$ cat src/rtl/shiftreg_pkg.sv
// Shared types and counter sizing helpers for the serial transmit controller.
package shiftreg_pkg;

  typedef enum logic [1:0] {
    ST_IDLE  = 2'd0,
    ST_SHIFT = 2'd1,
    ST_GAP   = 2'd2
  } tx_state_t;

  localparam int MIN_CNT_W = 1;

  // Counter width able to hold 0..n-1; never narrower than one bit.
  function automatic int cnt_width(input int n);
    return (n < 2) ? MIN_CNT_W : $clog2(n);
  endfunction

endpackage

$ cat src/rtl/shiftreg.sv
// Free-running MSB-first shift register with a synchronous parallel fill.
module shiftreg #(
  parameter int WIDTH = 8
) (
  input  logic             clk,
  input  logic             rst,
  input  logic             fill,
  input  logic [WIDTH-1:0] fill_data,
  input  logic             ser_in,
  output logic             msb
);

  logic [WIDTH-1:0] sr;

  // Shifts on every edge unless a fill is requested.
  always_ff @(posedge clk or posedge rst) begin
    if (rst) begin
      sr <= '0;
    end else if (fill) begin
      sr <= fill_data;
    end else begin
      sr <= {sr[WIDTH-2:0], ser_in};
    end
  end

  assign msb = sr[WIDTH-1];

endmodule

$ cat src/rtl/shiftreg_tx_ctrl.sv
// Framed, flow-controlled parallel-to-serial transmitter built around shiftreg:
// valid/ready word intake, MSB-first bit sequencing and an optional idle gap.
module shiftreg_tx_ctrl
  import shiftreg_pkg::*;
#(
  parameter int WIDTH = 8,
  parameter int GAP   = 0
) (
  input  logic             clk,
  input  logic             rst,
  input  logic [WIDTH-1:0] i_data,
  input  logic             i_valid,
  output logic             o_ready,
  output logic             o_sdata,
  output logic             o_sframe,
  output logic             o_slast,
  output logic             o_busy
);

  localparam int BIT_W = cnt_width(WIDTH);
  localparam int GAP_W = cnt_width(GAP);
  localparam logic [BIT_W-1:0] LAST_BIT = BIT_W'(WIDTH - 1);
  localparam logic [GAP_W-1:0] LAST_GAP = GAP_W'((GAP > 0) ? GAP - 1 : 0);
  localparam logic NO_GAP = (GAP == 0);

  tx_state_t        state;
  tx_state_t        state_next;
  logic [BIT_W-1:0] bit_cnt;
  logic [BIT_W-1:0] bit_cnt_next;
  logic [GAP_W-1:0] gap_cnt;
  logic [GAP_W-1:0] gap_cnt_next;
  logic             fill;
  logic             accept;
  logic             sr_msb;
  logic             in_shift;
  logic             at_last_bit;
  logic             at_last_gap;

  assign in_shift    = (state == ST_SHIFT);
  assign at_last_bit = in_shift && (bit_cnt == LAST_BIT);
  assign at_last_gap = (state == ST_GAP) && (gap_cnt == LAST_GAP);

  // Ready is held low during reset even though the state already reads IDLE.
  assign o_ready = !rst && ((state == ST_IDLE) ||
                            (at_last_bit && NO_GAP) ||
                            at_last_gap);

  assign accept = i_valid && o_ready;

  assign o_sframe = in_shift;
  assign o_sdata  = in_shift && sr_msb;
  assign o_slast  = at_last_bit;
  assign o_busy   = (state != ST_IDLE);

  always_ff @(posedge clk or posedge rst) begin
    if (rst) begin
      state   <= ST_IDLE;
      bit_cnt <= '0;
      gap_cnt <= '0;
    end else begin
      state   <= state_next;
      bit_cnt <= bit_cnt_next;
      gap_cnt <= gap_cnt_next;
    end
  end

  always_comb begin
    state_next   = state;
    bit_cnt_next = bit_cnt;
    gap_cnt_next = gap_cnt;
    fill         = 1'b0;

    case (state)
      ST_IDLE: begin
        if (accept) begin
          fill         = 1'b1;
          bit_cnt_next = '0;
          state_next   = ST_SHIFT;
        end
      end

      ST_SHIFT: begin
        if (bit_cnt != LAST_BIT) begin
          bit_cnt_next = bit_cnt + 1'b1;
        end else if (NO_GAP) begin
          // Without a gap the next word may follow with no bubble.
          bit_cnt_next = '0;
          if (accept) begin
            fill = 1'b1;
          end else begin
            state_next = ST_IDLE;
          end
        end else begin
          bit_cnt_next = '0;
          gap_cnt_next = '0;
          state_next   = ST_GAP;
        end
      end

      ST_GAP: begin
        if (gap_cnt != LAST_GAP) begin
          gap_cnt_next = gap_cnt + 1'b1;
        end else begin
          gap_cnt_next = '0;
          if (accept) begin
            fill         = 1'b1;
            bit_cnt_next = '0;
            state_next   = ST_SHIFT;
          end else begin
            state_next = ST_IDLE;
          end
        end
      end

      default: begin
        state_next = ST_IDLE;
      end
    endcase
  end

  // The register keeps shifting zeros outside SHIFT; its contents are ignored there.
  shiftreg #(
    .WIDTH(WIDTH)
  ) u_sr (
    .clk      (clk),
    .rst      (rst),
    .fill     (fill),
    .fill_data(i_data),
    .ser_in   (1'b0),
    .msb      (sr_msb)
  );

endmodule

$ cat config.mk
export PLATFORM = sky130hd
export DESIGN_NAME = shiftreg_tx_ctrl
export DESIGN_NICKNAME = d
export VERILOG_FILES = /design/src/rtl/shiftreg_pkg.sv /design/src/rtl/shiftreg.sv /design/src/rtl/shiftreg_tx_ctrl.sv
export SDC_FILE = /design/constraint.sdc
export NUM_CORES = 1
export LEC_CHECK = 0
export ABC_AREA = 1
export CAP_MARGIN = 15
export CORE_MARGIN = 2
export CORE_UTILIZATION = 26
export CTS_CLUSTER_DIAMETER = 50
export CTS_CLUSTER_SIZE = 20
export DETAILED_ROUTE_END_ITERATION = 7
export PLACE_DENSITY = 0.47
export SETUP_SLACK_MARGIN = 0.2
export SKIP_LAST_GASP = 1
export SYNTH_ARGS = -nofsm -noshare
export SYNTH_HDL_FRONTEND = slang
export SYNTH_SLANG_ARGS = --single-unit
$ cat constraint.sdc
create_clock -name clk -period 1.8 [get_ports clk]
set_input_delay 0.27 -clock clk [delete_from_list [all_inputs] [get_ports clk]]
set_output_delay 0.27 -clock clk [all_outputs]
set_load 0.02 [all_outputs]
==> run summary <==
The flow ran to the end, and the final reports show no timing, DRC or antenna violations. Across the run, the number of max-cap violations was 0. The max-slew violation count is 0, and the number of distinct library cells after synthesis is 15.

In this run the static leakage power is 0.4389 nW. The number of sinks driven by the clock tree came out at 12. Die height: 51.15 um. Using the TritonRoute via totals, the vias-per-cell ratio works out to 3.884.

The cts-stage hold buffer count is 0. The top-area cell type share of the netlist area was 0.5195; the effective utilization at floorplan was 0.2691. From synthesis to final layout, the design area changed by 44.37%.

The post-synthesis cell count was 61; the initial detailed-routing violation count was 2. The run gives 0 as the initial antenna violation count. In this run the mean area of a mapped cell was 9.476 um^2. In this run the critical register-to-register path is launched from bit_cnt[1]$_DFFE_PP0P_. The run gives 0 as the count of warnings emitted by yosys. STA classifies the critical path startpoint as a register. For this run, the post-layout net count is 99. The endpoint identified for the worst register-to-register timing path is bit_cnt[0]$_DFFE_PP0P_. The placed wire-length estimate after detailed placement is 771.4 um.

In this run the standard cell core region covers 2148 um^2. Counting every net in the synthesized netlist gives 74. Dividing total power by cell area gives a power density of 1324 nW/um^2.

The logs give 2 for the largest buffer count on any clock path and 3 for the CTS buffer count. The mapped netlist covers 578.1 um^2. The synthesized design contains 12 register bits.

The routed layout has 435 vias. The run gives 0.001105 W as the sum of internal, switching and leakage power. For the area of the die, the log shows 2616 um^2. The tools report the destination of the worst hold path as u_sr.sr[5]$_DFF_PP0_. Port buffering added 15 buffers.

Excluding fillers, the count of instances in the completed layout stands at 112. The run gives 106 as the number of cells in the design after placement. TritonCTS built the clock tree.

At the pin with the least slew margin, the transition time is 0.2227 ns. Entering global routing, the biggest net connects 13 pins. The largest area contributor in the netlist was sky130_fd_sc_hd__dfrtp_1.

For the relative max-transition margin, the log shows 0.8513. By startpoint and endpoint, the worst setup path is classified as register to primary output. VDD sags by at most 514.0 uV. Setup slack on the worst reg-to-reg path comes out at 0.34 ns. The routed design could run at a clock period as short as 1.573 ns.

The pre-antenna-repair detailed-routing pass consisted of 2 iterations. Between clock sinks in the finished design, the worst skew comes to 0.002651 ns. Once detail routing completed, the nets flagged for antenna violations numbered 0. The diode insertion count for antenna repair was 0.

Counting instances, the worst hold path has a depth of 2. Setup violations remaining at the end of the flow were counted as 0. After detailed routing, the average wire length per cell comes to 9.295 um.

The tightest min-delay check is of the register to register type. The total global-route track usage came out at 0.09733. The fraction of layout instances using a drive strength above 1 works out to 0.2857. Setup slack closes at 0.2272 ns. Yosys attributes the largest share of cell area to sky130_fd_sc_hd__dfrtp_1 (52%), sky130_fd_sc_hd__nand2_1 (14%), sky130_fd_sc_hd__nand3_1 (7.8%). The clock-pin transition on the worst setup and hold timing paths came out at 0.07 ns.

Number of global-route vias before repair: 428. The die is 51.15 um wide. The first global-routing pass estimated 1.890 mm of wire. The number of cells on the worst reg-to-reg path is 9. In the routed design, unresolved DRC markers number 0. Setup repair after global routing could not meet its margin everywhere. The post-route fraction of the period consumed by the critical path came out at 0.8738. Register area share after synthesis: 0.5195.

Nature of the critical path endpoint: a primary output. The clock latency of the later-clocked register in the worst-skew pair is 0.26 ns, and the total negative slack is 0 ns. The placer congestion estimate was 0.7086; the highest clock frequency the design can meet was 0.6358 GHz.

The root buffer cell chosen for the clock tree is sky130_fd_sc_hd__clkbuf_4. Data on the critical path is required at its endpoint by 1.53 ns. The startpoint of the lowest-slack hold path was u_sr.sr[4]$_DFF_PP0_. The hold violation total from the final report was 0; the number of top-level pins was 16. STA puts the critical path data arrival time at 1.30 ns.

OpenSTA, run right after detailed placement, puts the worst setup slack at 0.02348 ns. For the CTS H-tree depth, the log shows 1. The logs give 0 for the aggregate global routing overflow and 17 for the number of standard-cell rows in the floorplan. The total routed wirelength is 1.041 mm.

The maximum net fanout on the critical path was 2.
==> through the flow <==
step | area (um^2) | util | hold WS, ns
after floorplan | 578.1 | - | 0.08490
after CTS | 793.3 | 0.3692 | 0.4527
after global placement | 773.2 | 0.3599 | 0.4292
after detailed placement | 773.2 | 0.3599 | 0.4353
final | 834.6 | 0.3885 | 0.4508
after global routing | 834.6 | 0.3885 | 0.4752
==> logic make-up (layout without fill, tap and decap cells) <==
group	count (synthesis)	after routing	synth area share
DFF	12	12	0.5195
AOI/OAI and AO/OA	1	1	0.02815
buffers and inverters	10	33	0.09956
and+or+nand+nor	36	36	0.3095
adders and majority gates	2	2	0.04328
==> report_power, final <==
group | internal (W) | total, W | switching, W
sequential | 0.000373 | 0.000434 | 0.0000610
combinational | 0.000253 | 0.000510 | 0.000257
clock | 0.0000772 | 0.000161 | 0.0000834
total | 0.000704 | 0.00110 | 0.000401
==> flip-flops by register name (all words and copies together) (netlist names) <==
| name | flops |
|---|---|
| u_sr.sr | 8 |
| bit_cnt | 3 |
| state | 1 |
==> critical path: stages, from the launching register on <==
cell and delay, ns:
sky130_fd_sc_hd__dfrtp_1 0.36, sky130_fd_sc_hd__ha_2 0.20, sky130_fd_sc_hd__ha_4 0.13, sky130_fd_sc_hd__inv_2 0.04, sky130_fd_sc_hd__a21oi_4 0.17, sky130_fd_sc_hd__buf_6 0.14
==> cell usage in the layout (no fill, tap or decap), drive strengths merged <==
master / Yosys / layout
buf: 4 / 11
dfrtp: 12 / 12
ha: 2 / 2
nand3: 11 / 11
inv: 6 / 6
or2: 1 / 1
clkdlybuf4s50: 0 / 10
nand2: 23 / 23
nor2: 1 / 1
clkbuf: 0 / 3
dlymetal6s2s: 0 / 2
a21oi: 1 / 1
dlygate4sd2: 0 / 1
==> area by class of cell <==
cell class	instances	area, um^2
clock buffer	3	22.52
fill	226	1314
inverter	6	22.52
multi-input combinational	39	235.2
sequential	12	301.5
tap	28	35.03
timing repair buffer	24	217.7
==> Yosys cell counts (all sizes together) <==
library cell / number
nor2: 1
a21oi: 1
or2: 1
inv: 6
ha: 2
nand3: 11
nand2: 23
dfrtp: 12
buf: 4
==> repair_timing <==
item / in CTS / in global routing
setup buffers: 1 / 2
cloned: 0 / 0
hold endpoints to repair: 0 / 0
setup endpoints to repair: 5 / 4
pin swaps: 0 / 1
gates resized for setup: 10 / 7
==> how the worst max path moves through the flow <==
stage	startpoint	slack [ns]	endpoint
after detailed placement	rst	0.02	o_ready
after global placement	rst	0.02	o_ready
after global routing	bit_cnt[0]$_DFFE_PP0P_	0.17	o_ready
final	bit_cnt[1]$_DFFE_PP0P_	0.23	o_ready
after floorplan	bit_cnt[0]$_DFFE_PP0P_	0.55	state[0]$_DFFE_PP0P_
after CTS	bit_cnt[0]$_DFFE_PP0P_	0.16	o_ready
==> metal layers <==
metal	GRT usage	vias up	routed length [um]
met5	0	-	0
met4	0.05405	0	0
met3	0.02047	0	78
met2	0.1385	13	424
met1	0.1358	188	538
li1	-	234	-
(Power assumes the default switching activity.)
